==> config.mk <==
export PLATFORM = sky130hd
export DESIGN_NAME = riscv_wb_stage_flat
export DESIGN_NICKNAME = d
export VERILOG_FILES = /design/src/rtl/riscv_wb_stage_if.sv /design/src/rtl/riscv_wb_stage.sv /design/src/flat_wrapper.sv
export SDC_FILE = /design/constraint.sdc
export NUM_CORES = 1
export LEC_CHECK = 0
export ABC_AREA = 0
export CAP_MARGIN = 20
export CORE_MARGIN = 2
export CORE_UTILIZATION = 30
export CTS_CLUSTER_DIAMETER = 30
export CTS_CLUSTER_SIZE = 25
export DETAILED_ROUTE_END_ITERATION = 10
export GPL_ROUTABILITY_DRIVEN = 1
export PLACE_DENSITY = 0.73
export REMOVE_ABC_BUFFERS = 1
export SLEW_MARGIN = 25
export SYNTH_ARGS = -nofsm -noshare
export SYNTH_HDL_FRONTEND = slang
export SYNTH_SLANG_ARGS = --single-unit
==> constraint.sdc <==
create_clock -name clk -period 2.1 [get_ports clk]
set_input_delay 0.42 -clock clk [delete_from_list [all_inputs] [get_ports clk]]
set_output_delay 0.42 -clock clk [all_outputs]
set_load 0.02 [all_outputs]
==> src/rtl/riscv_wb_stage_if.sv <==
// riscv_wb_stage_if: bundle between the memory-access stage, the load response
// path and the register-file write port of the writeback stage.
//   slave  : writeback stage side (consumes instruction + load response,
//            drives in_ready and the register-file write port)
//   master : upstream / environment side
// load_misaligned exists only when RISCV_WB_MISALIGN_CHK_EN is defined.
interface riscv_wb_stage_if #(
    parameter int unsigned WORD_LENGTH    = 32,
    parameter int unsigned REG_ADDR_WIDTH = 5
);
    localparam int unsigned OFF_W = $clog2(WORD_LENGTH / 8);

    // Upstream instruction handshake
    logic                      in_valid;
    logic                      in_ready;
    logic [1:0]                wb_sel;
    logic                      reg_we;
    logic [REG_ADDR_WIDTH-1:0] rd_addr;
    logic [WORD_LENGTH-1:0]    alu_out;
    logic [WORD_LENGTH-1:0]    pc_plus4;
    logic [WORD_LENGTH-1:0]    csr_dout;
    logic [2:0]                load_funct3;
    logic [OFF_W-1:0]          load_addr_lo;

    // Load response
    logic                      mem_rvalid;
    logic [WORD_LENGTH-1:0]    mem_rdata;

    // Register-file write port and status pulses
    logic                      rf_we;
    logic [REG_ADDR_WIDTH-1:0] rf_waddr;
    logic [WORD_LENGTH-1:0]    rf_wdata;
    logic                      mem_timeout;
`ifdef RISCV_WB_MISALIGN_CHK_EN
    logic                      load_misaligned;
`endif

    modport slave (
        input  in_valid, wb_sel, reg_we, rd_addr, alu_out, pc_plus4, csr_dout,
               load_funct3, load_addr_lo, mem_rvalid, mem_rdata,
        output in_ready, rf_we, rf_waddr, rf_wdata, mem_timeout
`ifdef RISCV_WB_MISALIGN_CHK_EN
        , output load_misaligned
`endif
    );

    modport master (
        output in_valid, wb_sel, reg_we, rd_addr, alu_out, pc_plus4, csr_dout,
               load_funct3, load_addr_lo, mem_rvalid, mem_rdata,
        input  in_ready, rf_we, rf_waddr, rf_wdata, mem_timeout
`ifdef RISCV_WB_MISALIGN_CHK_EN
        , input load_misaligned
`endif
    );
endinterface

==> src/rtl/riscv_wb_stage.sv <==
// riscv_wb_stage: registered, handshaked RISC-V writeback stage.
// Selects ALU / memory / PC+4 / CSR result, waits up to MEM_TIMEOUT cycles for
// load data, extracts and sign/zero-extends the loaded lane and drives a
// registered register-file write port. Stalls upstream while a load is pending.
// Ports:
//   clk  : clock
//   rst  : synchronous active-high reset
//   bus  : riscv_wb_stage_if.slave (instruction handshake, load response,
//          rf write port, mem_timeout / load_misaligned pulses)
// Optional feature: define RISCV_WB_MISALIGN_CHK_EN to suppress writes of
// misaligned loads and pulse load_misaligned instead.
module riscv_wb_stage #(
    parameter int unsigned WORD_LENGTH    = 32,
    parameter int unsigned REG_ADDR_WIDTH = 5,
    parameter int unsigned MEM_TIMEOUT    = 16
) (
    input logic             clk,
    input logic             rst,
    riscv_wb_stage_if.slave bus
);
    localparam int unsigned OFF_W = $clog2(WORD_LENGTH / 8);
    localparam int unsigned CNT_W = $clog2(MEM_TIMEOUT);
    localparam logic [CNT_W-1:0] CNT_LAST = CNT_W'(MEM_TIMEOUT - 1);

    localparam logic [1:0] WB_ALU = 2'd0;
    localparam logic [1:0] WB_MEM = 2'd1;
    localparam logic [1:0] WB_PC  = 2'd2;
    localparam logic [1:0] WB_CSR = 2'd3;

    typedef enum logic {
        S_IDLE     = 1'b0,
        S_WAIT_MEM = 1'b1
    } state_e;

    state_e                    state_q;
    logic [CNT_W-1:0]          cnt_q;

    // Load context captured at acceptance
    logic                      ld_we_q;
    logic [REG_ADDR_WIDTH-1:0] ld_rd_q;
    logic [2:0]                ld_f3_q;
    logic [OFF_W-1:0]          ld_off_q;

    // Registered outputs
    logic                      rf_we_q;
    logic [REG_ADDR_WIDTH-1:0] rf_waddr_q;
    logic [WORD_LENGTH-1:0]    rf_wdata_q;
    logic                      mem_timeout_q;
`ifdef RISCV_WB_MISALIGN_CHK_EN
    logic                      load_misaligned_q;
`endif

    // Non-memory result select; WB_ALU and anything unrecognised fall to alu_out
    logic [WORD_LENGTH-1:0] nm_result_c;
    always_comb begin
        nm_result_c = bus.alu_out;
        case (bus.wb_sel)
            WB_PC:   nm_result_c = bus.pc_plus4;
            WB_CSR:  nm_result_c = bus.csr_dout;
            default: nm_result_c = bus.alu_out;
        endcase
    end

    // Lane extraction: misaligned offsets round down to the lane boundary
    logic [OFF_W-1:0]       half_off_c;
    logic [OFF_W-1:0]       word_off_c;
    logic [7:0]             lane_b_c;
    logic [15:0]            lane_h_c;
    logic [31:0]            lane_w_c;
    logic [WORD_LENGTH-1:0] load_data_c;
    always_comb begin
        half_off_c  = ld_off_q & ~OFF_W'(1);
        word_off_c  = ld_off_q & ~OFF_W'(3);
        lane_b_c    = 8'(bus.mem_rdata >> {ld_off_q, 3'b000});
        lane_h_c    = 16'(bus.mem_rdata >> {half_off_c, 3'b000});
        lane_w_c    = 32'(bus.mem_rdata >> {word_off_c, 3'b000});
        load_data_c = bus.mem_rdata;
        case (ld_f3_q)
            3'b000: load_data_c = WORD_LENGTH'($signed(lane_b_c));
            3'b100: load_data_c = WORD_LENGTH'(lane_b_c);
            3'b001: load_data_c = WORD_LENGTH'($signed(lane_h_c));
            3'b101: load_data_c = WORD_LENGTH'(lane_h_c);
            // On a 32-bit datapath LW/LWU are the full word (default below)
            3'b010: if (WORD_LENGTH == 64) load_data_c = WORD_LENGTH'($signed(lane_w_c));
            3'b110: if (WORD_LENGTH == 64) load_data_c = WORD_LENGTH'(lane_w_c);
            default: load_data_c = bus.mem_rdata;
        endcase
    end

`ifdef RISCV_WB_MISALIGN_CHK_EN
    // Alignment check on the captured load type and offset
    logic misaligned_c;
    always_comb begin
        misaligned_c = 1'b0;
        case (ld_f3_q)
            3'b001, 3'b101: misaligned_c = ld_off_q[0];
            3'b010, 3'b110: misaligned_c = |ld_off_q[1:0];
            3'b011:         misaligned_c = |ld_off_q;
            default:        misaligned_c = 1'b0;
        endcase
    end
`endif

    // Writes to x0 are dropped
    logic ld_write_c;
    assign ld_write_c = ld_we_q && (ld_rd_q != '0);

    // Stage FSM, wait counter and registered write port
    always_ff @(posedge clk) begin
        if (rst) begin
            state_q       <= S_IDLE;
            cnt_q         <= '0;
            ld_we_q       <= 1'b0;
            ld_rd_q       <= '0;
            ld_f3_q       <= '0;
            ld_off_q      <= '0;
            rf_we_q       <= 1'b0;
            rf_waddr_q    <= '0;
            rf_wdata_q    <= '0;
            mem_timeout_q <= 1'b0;
`ifdef RISCV_WB_MISALIGN_CHK_EN
            load_misaligned_q <= 1'b0;
`endif
        end else begin
            rf_we_q       <= 1'b0;
            mem_timeout_q <= 1'b0;
`ifdef RISCV_WB_MISALIGN_CHK_EN
            load_misaligned_q <= 1'b0;
`endif
            case (state_q)
                S_IDLE: begin
                    // in_ready is high in IDLE, so in_valid alone accepts
                    if (bus.in_valid) begin
                        if (bus.wb_sel == WB_MEM) begin
                            ld_we_q  <= bus.reg_we;
                            ld_rd_q  <= bus.rd_addr;
                            ld_f3_q  <= bus.load_funct3;
                            ld_off_q <= bus.load_addr_lo;
                            cnt_q    <= '0;
                            state_q  <= S_WAIT_MEM;
                        end else begin
                            rf_we_q    <= bus.reg_we && (bus.rd_addr != '0);
                            rf_waddr_q <= bus.rd_addr;
                            rf_wdata_q <= nm_result_c;
                        end
                    end
                end
                S_WAIT_MEM: begin
                    // Response wins over a simultaneous timeout
                    if (bus.mem_rvalid) begin
                        state_q    <= S_IDLE;
                        rf_waddr_q <= ld_rd_q;
                        rf_wdata_q <= load_data_c;
`ifdef RISCV_WB_MISALIGN_CHK_EN
                        if (misaligned_c) begin
                            load_misaligned_q <= 1'b1;
                        end else begin
                            rf_we_q <= ld_write_c;
                        end
`else
                        rf_we_q <= ld_write_c;
`endif
                    end else if (cnt_q == CNT_LAST) begin
                        mem_timeout_q <= 1'b1;
                        state_q       <= S_IDLE;
                    end else begin
                        cnt_q <= cnt_q + CNT_W'(1);
                    end
                end
                default: state_q <= S_IDLE;
            endcase
        end
    end

    assign bus.in_ready    = (state_q == S_IDLE);
    assign bus.rf_we       = rf_we_q;
    assign bus.rf_waddr    = rf_waddr_q;
    assign bus.rf_wdata    = rf_wdata_q;
    assign bus.mem_timeout = mem_timeout_q;
`ifdef RISCV_WB_MISALIGN_CHK_EN
    assign bus.load_misaligned = load_misaligned_q;
`endif

endmodule

==> src/flat_wrapper.sv <==
// flat-port wrapper written by rule: the top's interface ports become plain ports
module riscv_wb_stage_flat 
#(
    parameter int unsigned WORD_LENGTH    = 32,
    parameter int unsigned REG_ADDR_WIDTH = 5,
    parameter int unsigned MEM_TIMEOUT    = 16
)
  (clk, rst, bus_in_valid, bus_wb_sel, bus_reg_we, bus_rd_addr, bus_alu_out, bus_pc_plus4, bus_csr_dout, bus_load_funct3, bus_load_addr_lo, bus_mem_rvalid, bus_mem_rdata, bus_in_ready, bus_rf_we, bus_rf_waddr, bus_rf_wdata, bus_mem_timeout);
  riscv_wb_stage_if #(.WORD_LENGTH(WORD_LENGTH), .REG_ADDR_WIDTH(REG_ADDR_WIDTH)) bus_i ();
  input logic clk;
  input logic rst;
  input wire logic [$bits(bus_i.in_valid)-1:0] bus_in_valid;
  input wire logic [$bits(bus_i.wb_sel)-1:0] bus_wb_sel;
  input wire logic [$bits(bus_i.reg_we)-1:0] bus_reg_we;
  input wire logic [$bits(bus_i.rd_addr)-1:0] bus_rd_addr;
  input wire logic [$bits(bus_i.alu_out)-1:0] bus_alu_out;
  input wire logic [$bits(bus_i.pc_plus4)-1:0] bus_pc_plus4;
  input wire logic [$bits(bus_i.csr_dout)-1:0] bus_csr_dout;
  input wire logic [$bits(bus_i.load_funct3)-1:0] bus_load_funct3;
  input wire logic [$bits(bus_i.load_addr_lo)-1:0] bus_load_addr_lo;
  input wire logic [$bits(bus_i.mem_rvalid)-1:0] bus_mem_rvalid;
  input wire logic [$bits(bus_i.mem_rdata)-1:0] bus_mem_rdata;
  output wire logic [$bits(bus_i.in_ready)-1:0] bus_in_ready;
  output wire logic [$bits(bus_i.rf_we)-1:0] bus_rf_we;
  output wire logic [$bits(bus_i.rf_waddr)-1:0] bus_rf_waddr;
  output wire logic [$bits(bus_i.rf_wdata)-1:0] bus_rf_wdata;
  output wire logic [$bits(bus_i.mem_timeout)-1:0] bus_mem_timeout;
  assign bus_i.in_valid = bus_in_valid;
  assign bus_i.wb_sel = bus_wb_sel;
  assign bus_i.reg_we = bus_reg_we;
  assign bus_i.rd_addr = bus_rd_addr;
  assign bus_i.alu_out = bus_alu_out;
  assign bus_i.pc_plus4 = bus_pc_plus4;
  assign bus_i.csr_dout = bus_csr_dout;
  assign bus_i.load_funct3 = bus_load_funct3;
  assign bus_i.load_addr_lo = bus_load_addr_lo;
  assign bus_i.mem_rvalid = bus_mem_rvalid;
  assign bus_i.mem_rdata = bus_mem_rdata;
  assign bus_in_ready = bus_i.in_ready;
  assign bus_rf_we = bus_i.rf_we;
  assign bus_rf_waddr = bus_i.rf_waddr;
  assign bus_rf_wdata = bus_i.rf_wdata;
  assign bus_mem_timeout = bus_i.mem_timeout;
  riscv_wb_stage #(.WORD_LENGTH(WORD_LENGTH), .REG_ADDR_WIDTH(REG_ADDR_WIDTH), .MEM_TIMEOUT(MEM_TIMEOUT)) u_core (.clk(clk), .rst(rst), .bus(bus_i));
endmodule
==> results.sh, run 1 <==
export IMPL_die_h_um=112
export IMPL_grt_max_degree=59
export IMPL_drive_above_1_share_pct=7.01
export IMPL_syn_area_per_cell_sq_um=8.08
export IMPL_first_pass_iters=5
export IMPL_ctsHoldBuffers=0
export IMPL_ir_drop_mv=0.362
export IMPL_fmax_mhz=544
export IMPL_hold_class="register to register"
export IMPL_seqCellArea_sq_mm=0.00110
export IMPL_min_period_ps=1840
export IMPL_yosysWarningCount=0
export IMPL_grt_pass1_vias=4276
export IMPL_finalClockSkew_ps=10.0
export IMPL_powerDensity_mw_per_mm2=539
export IMPL_critical_path_endpoint_type="output port"
export IMPL_cts_sinks=55
export IMPL_ant_nets=0
export IMPL_globalplace_congestion=0.873
export IMPL_yosysTopAreaCellShare_pct=31.3
export IMPL_drtIter0Drc=141
export IMPL_synthFlopType="dfxtp_1"
export IMPL_post_cts_buffers=0
export IMPL_ctsResizeCount=0
export IMPL_nFillCells=1101
export IMPL_synth_area_leaders="dfxtp_1, mux2i_1, a21oi_1, o221ai_1, nor2_1"
export IMPL_routedWlPerCell_um=18.0
export IMPL_syn2layout_area_growth_pct=63.1
export IMPL_fin_nets=758
export IMPL_clk_path_buf_depth=2
export IMPL_status="finished clean"
export IMPL_cts_htree_levels=2
export IMPL_multi_input_area_sq_mm=0.00221
export IMPL_dieArea_sq_mm=0.0126
export IMPL_slew_headroom_pct=56.1
export IMPL_synthArstFlopShare_pct=0
export IMPL_ys_ff_latch=55
export IMPL_timing_setup_tns_ps=0
export IMPL_synth_most_common_cell="a21oi_1"
export IMPL_min_period_over_period_pct=87.5
export IMPL_critPathKind="register to output port"
export IMPL_pin_count=185
export IMPL_io_buffers=184
export IMPL_start_kind="register"
export IMPL_ys_types=48
export IMPL_ys_seq_area_share_pct=31.3
export IMPL_worst_pin_slew_ps=658
export IMPL_cp_arrival_ps=1420
export IMPL_antenna_found_initial=0
export IMPL_synthCells=436
export IMPL_grt_total_usage_pct=20.9
export IMPL_clkTransAtPathRegs_ps=70
export IMPL_synth_top_area_cell="dfxtp_1"
export IMPL_cap_viol_max_count=0
export IMPL_numCtsBuffers=5
export IMPL_synth_common_cells="a21oi_1, dfxtp_1, nor2_1"
export IMPL_viasPerCell=5.38
export IMPL_synth_area_sq_mm=0.00352
export IMPL_synth_edf_count=0
export IMPL_dpl_hpwl_um=10600
export IMPL_crit_fanout=7
export IMPL_critPathRequiredTime_ps=1680
export IMPL_die_w_um=112
export IMPL_start_util_pct=30.9
export IMPL_drt_total_wl_um=13600
export IMPL_clock_root_buffer="clkbuf_16"
export IMPL_rsz0062_at_grt="no"
export IMPL_grt_pass1_wl_um=21300
export IMPL_rows=39
export IMPL_cts_tree="built"
export IMPL_design_core_area_sq_mm=0.0114
export IMPL_hold_viol=0
export IMPL_vias=4065
export IMPL_p_leak_nw=2.15
export IMPL_finalSetupViolCount=0
export IMPL_diodes=0
export IMPL_p_total_w=0.00310
export IMPL_gr_total_overflow=0
export IMPL_clkLatencyLatePin_ps=290
export IMPL_maxSlewViolCount=0
export IMPL_drc=0
## worst paths after layout
kind / startpoint / cells past startpoint / end / slack (ps)
worst max register to register: u_core.ld_f3_q[1]$_SDFFE_PP0P_ / 4 / u_core.bus.rf_wdata[1]$_SDFFE_PP0P_ / 290
worst max-delay path: u_core.state_q$_SDFF_PP0_ / 2 / bus_in_ready / 260
worst min register to register: u_core.ld_we_q$_SDFFE_PP0P_ / 2 / u_core.ld_we_q$_SDFFE_PP0P_ / 460
worst min-delay path: u_core.ld_we_q$_SDFFE_PP0P_ / 2 / u_core.ld_we_q$_SDFFE_PP0P_ / 460
## state kept, by name (all words and copies together) (netlist names)
name	count
u_core.state_q	1
u_core.bus.rf_wdata	32
u_core.ld_off_q	2
u_core.cnt_q	4
u_core.bus.rf_we	1
u_core.ld_we_q	1
u_core.bus.rf_waddr	5
u_core.bus.mem_timeout	1
u_core.ld_f3_q	3
u_core.ld_rd_q	5
## area by class of cell
cell class / count / area share [%]
clock buffer: 5 / 2.18
clock inverter: 3 / 0.762
inverter: 5 / 0.327
multi-input combinational: 338 / 38.5
sequential: 55 / 19.2
tap: 143 / 3.11
timing repair buffer: 207 / 36.0
## per-stage QoR
step	hold WS (ps)	cells	util, %	cell area [sq um]	setup slack (ps)
after CTS	461	756	50.3	5750	251
after global placement	443	748	48.8	5580	81.1
final	462	756	50.3	5750	263
after global routing	503	756	50.3	5750	158
after floorplan	431	398	-	3330	112
after detailed placement	451	748	48.8	5580	2.09
## cells by family after synthesis
family	count (synthesis)	synth area share (%)
AO/OA/AOI/OAI	151	30.1
adder cells (fa/ha/maj)	1	0.355
AND/OR/NAND/NOR	136	17.4
flip-flops	55	31.3
buffers and inverters	43	6.00
multiplexers	49	14.6
XOR/XNOR	1	0.249
## cell usage in the layout (no fill, tap or decap), types with 5 or more instances in the layout
master,n
nor3_1,7
nand2_1,50
clkbuf_16,5
mux2i_1,44
nor2_1,51
a211o_1,13
buf_12,5
nand3_1,6
o211ai_1,5
clkdlybuf4s50_1,182
a22o_1,7
dfxtp_1,55
buf_4,18
a21oi_1,68
a221oi_1,5
a211oi_1,14
o221ai_1,22
a32oi_1,6
## power by group
part / switching, W / leakage, nW / total (W) / internal (W)
sequential: 0.0000485 / 0.453 / 0.00117 / 0.00112
clock: 0.000389 / 0.0838 / 0.000953 / 0.000563
combinational: 0.000436 / 1.62 / 0.000976 / 0.000539
## critical path: stages (launching register included)
cell and delay [ps]:
dfxtp_1 460, clkinv_1 130, clkdlybuf4s50_1 550
## per-layer routing
metal,share of wire [%],global-route usage (%),vias to the layer above,wire (um)
met3,8.5,6.05,23,1160
met5,0,0,-,0
li1,-,-,1983,-
met4,2.0,6.34,0,279
met2,51,38.3,163,6950
met1,38,23.3,1896,5240
Note: power is estimated with default switching activity, not from simulation.
==> inputs of run 2 (changes only) <==
CORE_UTILIZATION = 40   (was 30)
PLACE_DENSITY = 0.9   (was 0.73)
==> results.sh, run 2 (synthesis results as in run 1) <==
export IMPL_status="finished clean"
export IMPL_largest_register_ffs=32
export IMPL_combPwrFrac_pct=35.3
export IMPL_io_buffers=184
export IMPL_finalClockSkew_ps=15.5
export IMPL_final_common_cell="clkdlybuf4s50_1"
export IMPL_ir_drop_mv=0.407
export IMPL_p_leak_nw=2.12
export IMPL_place_ws_ps=0.883
export IMPL_die_h_um=97.9
export IMPL_design_core_area_sq_mm=0.00864
export IMPL_grt_total_usage_pct=26.4
export IMPL_r2r_slack_ps=260
export IMPL_ctsHoldBuffers=0
export IMPL_globalplace_congestion=0.881
export IMPL_layout_common_cells="clkdlybuf4s50_1, a21oi_1, dfxtp_1"
export IMPL_gr_total_overflow=0
export IMPL_min_period_ps=1900
export IMPL_clock_root_buffer="clkbuf_8"
export IMPL_fmax_mhz=527
export IMPL_min_delay_path_depth=2
export IMPL_start_util_pct=40.8
export IMPL_utilization_pct=65.2
export IMPL_hold_path_end="u_core.ld_we_q$_SDFFE_PP0P_"
export IMPL_post_cts_buffers=0
export IMPL_drtIter0Drc=217
export IMPL_cp_arrival_ps=1480
export IMPL_drc=0
export IMPL_clk_path_buf_depth=2
export IMPL_cts_htree_levels=2
export IMPL_dieArea_sq_mm=0.00958
export IMPL_p_seq_share_pct=42.5
export IMPL_cts_tree="built"
export IMPL_diodes=0
export IMPL_clkPwrFrac_pct=22.1
export IMPL_reg2reg_to="u_core.bus.rf_wdata[1]$_SDFFE_PP0P_"
export IMPL_ff2ff_path_depth=6
export IMPL_timing_setup_tns_ps=0
export IMPL_fin_ws_ps=204
export IMPL_crit_start="u_core.state_q$_SDFF_PP0_"
export IMPL_crit_fanout=7
export IMPL_min_period_over_period_pct=90.3
export IMPL_power_internal_w=0.00190
export IMPL_worst_pin_slew_ps=482
export IMPL_powerDensity_mw_per_mm2=488
export IMPL_critPathRequiredTime_ps=1680
export IMPL_first_pass_iters=5
export IMPL_grt_max_degree=45
export IMPL_pin_count=185
export IMPL_die_w_um=97.9
export IMPL_hold_class="register to register"
export IMPL_min_from="u_core.ld_we_q$_SDFFE_PP0P_"
export IMPL_slew_headroom_pct=67.8
export IMPL_fin_nets=763
export IMPL_maxSlewViolCount=0
export IMPL_ant_nets=0
export IMPL_numCtsBuffers=5
export IMPL_viasPerCell=5.68
export IMPL_rows=34
export IMPL_ctsResizeCount=0
export IMPL_p_switching_w=0.000851
export IMPL_critical_path_endpoint_type="output port"
export IMPL_critPathKind="register to output port"
export IMPL_drive_above_1_share_pct=7.61
export IMPL_holdWs_ps=479
export IMPL_syn2layout_area_growth_pct=59.9
export IMPL_rsz0062_at_grt="no"
export IMPL_routedWlPerCell_um=18.2
export IMPL_clkTransAtPathRegs_ps=110
export IMPL_vias=4122
export IMPL_dpl_hpwl_um=10100
export IMPL_cts_sinks=55
export IMPL_grt_pass1_wl_um=20800
export IMPL_p_total_w=0.00275
export IMPL_hold_viol=0
export IMPL_grt_pass1_vias=4200
export IMPL_antenna_found_initial=0
export IMPL_start_kind="register"
export IMPL_r2r_start="u_core.ld_off_q[1]$_SDFFE_PP0P_"
export IMPL_clkLatencyLatePin_ps=310
export IMPL_cap_viol_max_count=0
export IMPL_switching_share_pct=31.0
export IMPL_finalSetupViolCount=0
export IMPL_drt_total_wl_um=13200
-- run 2: cell types whose count changed in the layout (fill, tap and decap cells not counted) --
cell / before / now
buf_12: 5 / 3
buf_4: 18 / 25
bufinv_16: 1 / 0
clkbuf_1: 0 / 1
clkbuf_16: 5 / 0
clkbuf_8: 0 / 5
clkinv_2: 1 / 0
clkinv_4: 1 / 0
clkinvlp_4: 0 / 1
inv_6: 0 / 1
-- run 2: worst max-delay path, cell delays in order (launching register included) --
cell,delay (ps)
dfxtp_1,480
clkinv_1,140
clkdlybuf4s50_1,550
-- run 2: layer usage --
metal  track usage, %  vias to the layer above  wire [um]
li1                 -                     1990          -
met1             31.6                     1905       5460
met2             46.4                      205       6500
met3             6.66                       22       1020
met4             8.23                        0        227
met5                0                        -          0
-- run 2: through the flow --
| stage | std cells | area (sq um) |
|---|---|---|
| floorplan | 398 | 3330 |
| global placement | 718 | 5550 |
| detailed placement | 718 | 5550 |
| CTS | 726 | 5630 |
| global route | 726 | 5630 |
| finish | 726 | 5630 |
-- run 2: worst max-delay path by stage --
stage / cells past startpoint / endpoint / slack, ps
after floorplan: 4 / u_core.bus.rf_wdata[7]$_SDFFE_PP0P_ / 110
after global routing: 2 / bus_in_ready / 130
final: 2 / bus_in_ready / 200
after global placement: 5 / u_core.bus.rf_wdata[14]$_SDFFE_PP0P_ / 50
after CTS: 2 / bus_in_ready / 190
after detailed placement: 5 / u_core.bus.rf_wdata[8]$_SDFFE_PP0P_ / 0.9
-- run 2: cell type report --
| class | instances | area, sq um |
|---|---|---|
| repair buffers | 212 | 2080 |
| flip-flops and latches | 55 | 1100 |
| clock inverters | 2 | 16.3 |
| clock buffers | 6 | 72.6 |
| well taps | 108 | 135 |
| multi-input cells | 338 | 2210 |
| fillers | 718 | 3000 |
| inverters | 5 | 18.8 |
-- run 2: power groups by stage --
| stage | clock network (W) | registers, W | logic (W) |
|---|---|---|---|
| finish | 0.000608 | 0.00117 | 0.000971 |
| global route | 0.000652 | 0.00118 | 0.00104 |
| CTS | 0.000615 | 0.00117 | 0.000968 |
| detailed placement | 0 | 0.00119 | 0.000964 |
| global placement | 0 | 0.00119 | 0.000943 |
| floorplan | 0 | 0.00127 | 0.000288 |
==> inputs of run 3 (changes only) <==
CORE_UTILIZATION = 43   (was 40)
PLACE_DENSITY = 0.95   (was 0.9)
clock period = 2.35 ns   (was 2.1 ns; I/O delays follow)
==> results.sh, run 3 (synthesis results as in run 1) <==
export IMPL_critical_path_endpoint_type="output port"
export IMPL_antenna_found_initial=0
export IMPL_cts_htree_levels=2
export IMPL_layout_common_cells="clkdlybuf4s50_1, a21oi_1, dfxtp_1"
export IMPL_largest_register_ffs=32
export IMPL_p_leak_nw=2.08
export IMPL_p_total_w=0.00257
export IMPL_pin_count=185
export IMPL_placed_area_sq_mm=0.00543
export IMPL_post_cts_buffers=0
export IMPL_fmax_mhz=454
export IMPL_rows=33
export IMPL_first_pass_iters=5
export IMPL_dieArea_sq_mm=0.00893
export IMPL_drive_above_1_share_pct=5.94
export IMPL_clock_root_buffer="clkbuf_8"
export IMPL_critPathMaxStageDelay_ps=680
export IMPL_grt_total_usage_pct=26.6
export IMPL_ir_drop_mv=0.245
export IMPL_worst_pin_slew_ps=690
export IMPL_start_util_pct=43.5
export IMPL_power_internal_w=0.00182
export IMPL_hold_class="register to register"
export IMPL_status="finished clean"
export IMPL_ant_nets=0
export IMPL_final_common_cell="clkdlybuf4s50_1"
export IMPL_drtIter0Drc=236
export IMPL_syn2layout_area_growth_pct=57.5
export IMPL_clkLatencyLatePin_ps=310
export IMPL_nFillCells=638
export IMPL_clkPwrFrac_pct=26.3
export IMPL_final_area_sq_mm=0.00555
export IMPL_dpl_hpwl_um=9750
export IMPL_worst_path_buf_inv=2
export IMPL_cts_sinks=55
export IMPL_drc=0
export IMPL_min_period_over_period_pct=93.7
export IMPL_finalSetupViolCount=0
export IMPL_slew_headroom_pct=53.9
export IMPL_grt_pass1_vias=3875
export IMPL_start_kind="register"
export IMPL_crit_slowest_cell="dfxtp_1"
export IMPL_design_core_area_sq_mm=0.00809
export IMPL_diodes=0
export IMPL_combPwrFrac_pct=33.0
export IMPL_die_w_um=94.5
export IMPL_drt_total_wl_um=12400
export IMPL_numCtsBuffers=5
export IMPL_io_buffers=184
export IMPL_min_period_ps=2200
export IMPL_rsz0062_at_grt="no"
export IMPL_vias=4076
export IMPL_clk_path_buf_depth=2
export IMPL_cp_arrival_ps=1730
export IMPL_grt_pass1_wl_um=18800
export IMPL_critPathRequiredTime_ps=1880
export IMPL_maxSlewViolCount=0
export IMPL_ctsHoldBuffers=0
export IMPL_die_h_um=94.5
export IMPL_globalplace_congestion=0.944
export IMPL_holdWs_ps=467
export IMPL_clkTransAtPathRegs_ps=100
export IMPL_timing_setup_tns_ps=0
export IMPL_gr_total_overflow=0
export IMPL_finalClockSkew_ps=5.76
export IMPL_p_seq_share_pct=40.6
export IMPL_hold_viol=0
export IMPL_fin_nets=751
export IMPL_critPathKind="register to output port"
export IMPL_grt_max_degree=36
export IMPL_viasPerCell=5.73
export IMPL_cap_viol_max_count=0
export IMPL_crit_fanout=15
export IMPL_routedWlPerCell_um=17.5
export IMPL_crit_family="buffers and inverters"
export IMPL_crit_chain="clkinv_1 -> clkdlybuf4s50_1"
export IMPL_cts_tree="built"
export IMPL_powerDensity_mw_per_mm2=464
export IMPL_ctsResizeCount=0
export IMPL_p_switching_w=0.000755
export IMPL_switching_share_pct=29.3
-- run 3: cell types whose count changed in the layout (fill, tap and decap cells not counted), sizes merged --
cell      before  now
bufinv         0    1
clkinvlp       1    0
buf           30   18
-- run 3: path summary, 6_finish.rpt --
check,from,to,slack (ps),cells past startpoint
worst max-delay path,u_core.state_q$_SDFF_PP0_,bus_in_ready,150,2
worst min-delay path,u_core.ld_we_q$_SDFFE_PP0P_,u_core.ld_we_q$_SDFFE_PP0P_,470,2
worst max register to register,u_core.ld_off_q[1]$_SDFFE_PP0P_,u_core.bus.rf_wdata[0]$_SDFFE_PP0P_,360,5
worst min register to register,u_core.ld_we_q$_SDFFE_PP0P_,u_core.ld_we_q$_SDFFE_PP0P_,470,2
-- run 3: final cells by class --
type,instances,area (sq um),area share [%]
clock buffer,6,82.6,1.49
clock inverter,2,38.8,0.699
inverter,5,18.8,0.338
multi-input combinational,338,2210,39.9
sequential,55,1100,19.8
tap,105,131,2.37
timing repair buffer,200,1960,35.4
-- run 3: power by group through the flow --
| stage | registers [W] | logic (W) | clock network, W |
|---|---|---|---|
| finish | 0.00105 | 0.000850 | 0.000678 |
| global placement | 0.00106 | 0.000823 | 0 |
| floorplan | 0.00114 | 0.000258 | 0 |
| CTS | 0.00105 | 0.000849 | 0.000682 |
| detailed placement | 0.00107 | 0.000845 | 0 |
| global route | 0.00105 | 0.000909 | 0.000713 |
-- run 3: metal layers --
layer	wire (um)	vias to the layer above	share of wire (%)	track usage, %
met5	0	-	0	0
met4	314	0	2.5	7.97
met3	1080	30	8.7	6.30
met2	6260	187	50	47.1
met1	4770	1893	38	31.9
li1	-	1966	-	-
-- run 3: metrics by stage --
| step | worst slack [ps] | util, % | std cells |
|---|---|---|---|
| finish | 148 | 68.6 | 711 |
| global route | 56.8 | 68.6 | 711 |
| CTS | 173 | 68.6 | 711 |
| detailed placement | 96.2 | 67.1 | 703 |
| global placement | 218 | 67.1 | 703 |
| floorplan | 362 | - | 398 |
-- run 3: worst min-delay path: stages, from the launching register on --
cell and delay [ps]:
dfxtp_1 320, nand2_1 50, a21oi_1 50
